### src/rtl/note_sequencer.sv
// Note table sequencer: fetches note words from a synchronous ROM, drives the
// duration counter load/clear and holds pitch/gate for the oscillator.
module note_sequencer #(
  parameter int ADDR_WIDTH  = 8,
  parameter int PITCH_WIDTH = 6
) (
  input  logic                     i_clk,
  input  logic                     i_rst_n,
  input  logic                     i_start,
  input  logic                     i_stop,
  input  logic                     i_loop,
  output logic [ADDR_WIDTH-1:0]    o_rom_addr,
  output logic                     o_rom_rd,
  input  logic [PITCH_WIDTH+4:0]   i_rom_data,
  output logic                     o_load,
  output logic [4:0]               o_duration,
  input  logic                     i_done,
  output logic                     o_counter_clear,
  output logic [PITCH_WIDTH-1:0]   o_pitch,
  output logic                     o_gate,
  output logic                     o_busy,
  output logic                     o_end,
  output logic [2:0]               o_state
);

  typedef enum logic [2:0] {
    S_IDLE   = 3'd0,
    S_FETCH  = 3'd1,
    S_WAIT   = 3'd2,
    S_DECODE = 3'd3,
    S_PLAY   = 3'd4
  } state_t;

  state_t                  state, next_state;
  logic [ADDR_WIDTH-1:0]   addr, next_addr;
  logic [PITCH_WIDTH+4:0]  note;
  logic [PITCH_WIDTH-1:0]  note_pitch;
  logic                    note_is_end;
  logic                    note_is_rest;
  logic                    stop_hit;
  logic                    end_restart;

  assign note_pitch   = note[PITCH_WIDTH+4:5];
  assign note_is_end  = &note_pitch;
  assign note_is_rest = (note_pitch == '0);
  assign stop_hit     = i_stop && (state != S_IDLE);
  // Restarting from address 0 is refused so an empty table cannot spin.
  assign end_restart  = i_loop && (addr != '0);

  always_ff @(posedge i_clk or negedge i_rst_n) begin
    if (!i_rst_n) begin
      state <= S_IDLE;
      addr  <= '0;
    end else begin
      state <= next_state;
      addr  <= next_addr;
    end
  end

  always_comb begin
    next_state = state;
    next_addr  = addr;
    case (state)
      S_IDLE: begin
        if (i_start && !i_stop) begin
          next_state = S_FETCH;
          next_addr  = '0;
        end
      end
      S_FETCH:  next_state = S_WAIT;
      S_WAIT:   next_state = S_DECODE;
      S_DECODE: begin
        if (!note_is_end) begin
          next_state = S_PLAY;
        end else if (end_restart) begin
          next_state = S_FETCH;
          next_addr  = '0;
        end else begin
          next_state = S_IDLE;
        end
      end
      S_PLAY: begin
        if (i_done) begin
          next_state = S_FETCH;
          next_addr  = addr + ADDR_WIDTH'(1);
        end
      end
      default: next_state = S_IDLE;
    endcase
    if (stop_hit) begin
      next_state = S_IDLE;
      next_addr  = addr;
    end
  end

  // ROM read: o_rom_rd is a one-cycle request with o_rom_addr; i_rom_data is
  // valid on the following cycle (WAIT) with no backpressure in either direction.
  always_ff @(posedge i_clk or negedge i_rst_n) begin
    if (!i_rst_n) begin
      note            <= '0;
      o_pitch         <= '0;
      o_gate          <= 1'b0;
      o_counter_clear <= 1'b0;
    end else begin
      o_counter_clear <= stop_hit;
      if (state == S_WAIT) begin
        note <= i_rom_data;
      end
      if (stop_hit) begin
        o_gate <= 1'b0;
      end else if (state == S_DECODE) begin
        if (!note_is_end) begin
          o_pitch <= note_pitch;
          o_gate  <= !note_is_rest;
        end else if (!end_restart) begin
          o_gate <= 1'b0;
        end
      end
    end
  end

  assign o_rom_rd   = (state == S_FETCH);
  assign o_rom_addr = addr;
  assign o_load     = (state == S_DECODE) && !note_is_end;
  assign o_duration = note[4:0];
  assign o_end      = (state == S_DECODE) && note_is_end;
  assign o_busy     = (state != S_IDLE);
  assign o_state    = state;

endmodule

### config.mk
export PLATFORM = sky130hd
export DESIGN_NAME = note_sequencer
export DESIGN_NICKNAME = d
export VERILOG_FILES = /design/src/rtl/note_sequencer.sv
export SDC_FILE = /design/constraint.sdc
export NUM_CORES = 1
export LEC_CHECK = 0
export CORE_AREA = 2 2 40 78
export CTS_CLUSTER_SIZE = 20
export DETAILED_ROUTE_END_ITERATION = 16
export DIE_AREA = 0 0 42 80
export DONT_BUFFER_PORTS = 1
export GPL_TIMING_DRIVEN = 0
export PLACE_DENSITY = 0.75
export SLEW_MARGIN = 40
export SYNTH_ARGS = -nofsm -noshare
export SYNTH_HDL_FRONTEND = slang
export SYNTH_SLANG_ARGS = --single-unit
### constraint.sdc
create_clock -name i_clk -period 2.31 [get_ports i_clk]
set_input_delay 0.462 -clock i_clk [delete_from_list [all_inputs] [get_ports i_clk]]
set_output_delay 0.462 -clock i_clk [all_outputs]
set_load 0.1 [all_outputs]
==> flow_summary.rst <==
.. list-table::
   :header-rows: 1

   * - Metric
     - Value
   * - Status
     - finished with violations
   * - Violated checks
     - setup timing
   * - Vias in the first global route
     - around 1100
   * - Clock net sink count
     - 30
   * - Category of the most critical setup path
     - flip-flop to flip-flop
   * - Worst Tran Pin Value
     - 0.862 ns
   * - Number of enable flip-flop cells after synthesis
     - 0
   * - Setup TNS Final
     - -0.111 ns
   * - CP Capture Type
     - flip-flop
   * - Synth async-reset ratio
     - 1.00
   * - Library cell contributing the largest single delay on the critical path
     - dfrtp_4
   * - Final Max Slew Viols
     - 0
   * - Finish-stage setup viols
     - 6
   * - Fin. Hold Viols
     - 0
   * - Clock insertion delay at the later pin of the skew report
     - about 0.28 ns
   * - Biggest cell delay along the critical path
     - ~0.64 ns
   * - H-tree level count
     - 2
   * - Maximum number of pins on one net before global-route repair
     - 31
   * - First DRT Iteration DRCs
     - 16
   * - Growth of design area from synthesis to finish
     - 20.9%
   * - Total Wirelength
     - 3170 um
   * - Sequential share of the synthesized area
     - 0.522
   * - Final setup skew
     - between 0.004 and 0.005 ns
   * - Synth top area share
     - 0.522
   * - Drt first pass iters
     - 4
   * - Period Utilization, post-route
     - 1.01
   * - Average vias per placed instance
     - 6.19
   * - Biggest area consumer among synthesized cells
     - dfrtp_1
   * - Buffers plus inverters on the worst setup path
     - 0
   * - Critical path's most frequent cell
     - or3_4
   * - Die Footprint
     - roughly 3400 um^2
   * - Initial cell density of the core
     - 0.526
   * - Cells along the critical path
     - or3_4 -> and2_4 -> or3_4 -> mux2_4
   * - TritonCTS clock tree
     - built
   * - Setup repair after global routing missed its margin
     - true
   * - Fraction of layout cells with a size suffix above 1
     - 0.471
   * - First-pass GRT wire length
     - 5040 um
   * - Width of the die
     - roughly 42 um
   * - Crit start category
     - flip-flop
   * - WL/cell
     - 19.0 um
   * - Antenna Cells
     - 0
   * - Most frequently used cell type in the post-synthesis netlist
     - dfrtp_1
   * - Total of max-cap violations
     - 0
   * - I/O pins
     - 45
   * - Cells after Synth
     - 122
   * - Die Height
     - 80 um
   * - Std-Cell Rows
     - 27
   * - Commonest cells in the netlist
     - 30 x dfrtp_1, 12 x mux2_2, 10 x nand2_1
   * - Clock buffer depth
     - 2
   * - Number of nets in the layout
     - ~160
   * - Total global routing overflow
     - 0
   * - Final critical-path setup slack
     - -0.0307 ns
   * - Number of clock buffers inserted by TritonCTS
     - 5
   * - Number of remaining DRC errors
     - 0
   * - Detail Route Antenna Nets
     - 0
   * - Most common flop cell mapped by yosys
     - dfrtp_1
   * - Register bit count reported by yosys
     - 30
   * - Maximum clock rate
     - ~0.43 GHz
   * - Clock Tree Root
     - clkbuf_8
   * - Crit path max-delay family
     - simple AND/OR/NAND/NOR gates
   * - Core area
     - approximately 2700 um^2
   * - Post-DP HPWL
     - 2270 um
   * - Dominant cells by area after synthesis
     - dfrtp_1 52%, mux2_2 9.4%, mux2_4 6.3%
   * - Net count after synthesis
     - around 140
   * - Tightest Hold Check Type
     - input port to flip-flop
   * - Post-synth cell types
     - 34
   * - Antenna violations before repair
     - 0
   * - Buffers on Ports
     - 0
   * - Critical path arrival
     - roughly 2.5 ns
   * - Headroom to the max-slew limit
     - 0.425
   * - Placer's final routability congestion estimate
     - around 0.83
   * - Cell area after technology mapping
     - between 1000 and 1500 um^2
   * - Overall routing resource usage
     - 0.207
   * - Clock transition at the register clock pins on the worst setup and hold paths after CTS
     - ~0.06 ns
   * - Vias post-DR
     - 1034
   * - Synthesized area per cell
     - between 10 and 15 um^2
   * - Min cycle time layout
     - 2.34 ns
   * - Maximum net fanout on the critical path
     - 7
   * - CP Data Required Time
     - roughly 2.5 ns
   * - Number of warning messages in the yosys log
     - 0
## worst register-to-register path: stages (launching register included)
cell and delay [ns]:
dfrtp_4 0.64, or3_4 0.61, and2_4 0.23, or3_4 0.41
mux2_4 0.33
## layout make-up
type	count	area (um^2)
inverters	3	11.3
flip-flops and latches	30	786
clock buffers	8	80.1
repair buffers	9	97.6
fillers	221	997
well taps	29	36.3
multi-input cells	82	687
plain buffers	6	41.3
## placed cells by master (no fill, tap or decap), types with 2 or more instances in the layout
| master | netlist | final |
|---|---|---|
| a21oi_1 | 5 | 5 |
| a31oi_1 | 5 | 5 |
| a41oi_1 | 4 | 4 |
| buf_4 | 5 | 10 |
| buf_8 | 0 | 2 |
| clkbuf_1 | 1 | 4 |
| clkbuf_8 | 0 | 5 |
| dfrtp_1 | 30 | 12 |
| dfrtp_2 | 0 | 13 |
| dfrtp_4 | 0 | 5 |
| ha_1 | 2 | 2 |
| inv_1 | 3 | 3 |
| mux2_2 | 12 | 12 |
| mux2_4 | 6 | 6 |
| nand2_1 | 10 | 9 |
| nand2b_1 | 2 | 2 |
| nand3_1 | 4 | 4 |
| nor2_1 | 5 | 4 |
| nor3_1 | 4 | 3 |
| o21ai_0 | 3 | 3 |
| o31ai_1 | 2 | 2 |
| or3_4 | 1 | 2 |
## worst paths after layout
kind / startpoint / to / slack [ns] / cells after the start
min in group asynchronous: i_rst_n / o_counter_clear / 0.61 / 2
max in group asynchronous: i_rst_n / o_rom_addr[6] / 1.51 / 2
setup reg to reg: o_state[1] / o_pitch[0] / -0.03 / 4
setup / recovery: o_state[1] / o_pitch[0] / -0.03 / 4
hold reg to reg: note[2] / note[2] / 0.51 / 1
hold / removal: i_stop / o_state[1] / 0.24 / 1
## per-layer routing
metal	GRT usage	share of wire
met1	0.184	0.32
met2	0.388	0.59
met3	0.0769	0.067
met4	0.106	0.025
met5	0	0
## cells by family after synthesis
group | after synthesis | synth area share
AND/OR/NAND/NOR | 38 | 0.143
adder cells (fa/ha/maj) | 2 | 0.0174
flip-flops | 30 | 0.522
AO/OA/AOI/OAI | 22 | 0.103
buffers and inverters | 10 | 0.0443
multiplexers | 19 | 0.163
XOR/XNOR | 1 | 0.00609
## timing repair
action                     4_1_cts  5_1_grt
buffers inserted                 1        4
pin swaps                        3        4
hold buffers                     2        0
hold endpoints to repair        30        0
setup endpoints to repair       16       15
gates resized for setup          6        4
## sequential cells by signal (all words and copies together), names as in the netlist
| name | cells |
|---|---|
| o_state | 3 |
| o_counter_clear | 1 |
| o_pitch | 6 |
| o_gate | 1 |
| note | 11 |
| o_rom_addr | 8 |
## through the flow
stage               utilization  worst slack, ns  hold slack, ns  area (um^2)  std cells
finish                    0.636          -0.0307           0.236         1740        167
global route              0.636          -0.0634           0.235         1740        167
CTS                       0.621          -0.0403           0.233         1700        164
detailed placement        0.570           -0.147           0.167         1560        153
global placement          0.554          -0.0923           0.167         1520        151
floorplan                     -         -0.00877           0.166         1480        122
Power is left out: the tool's default activity adds up to more than one toggle a clock period on the data nets, which glitch-free logic cannot reach.
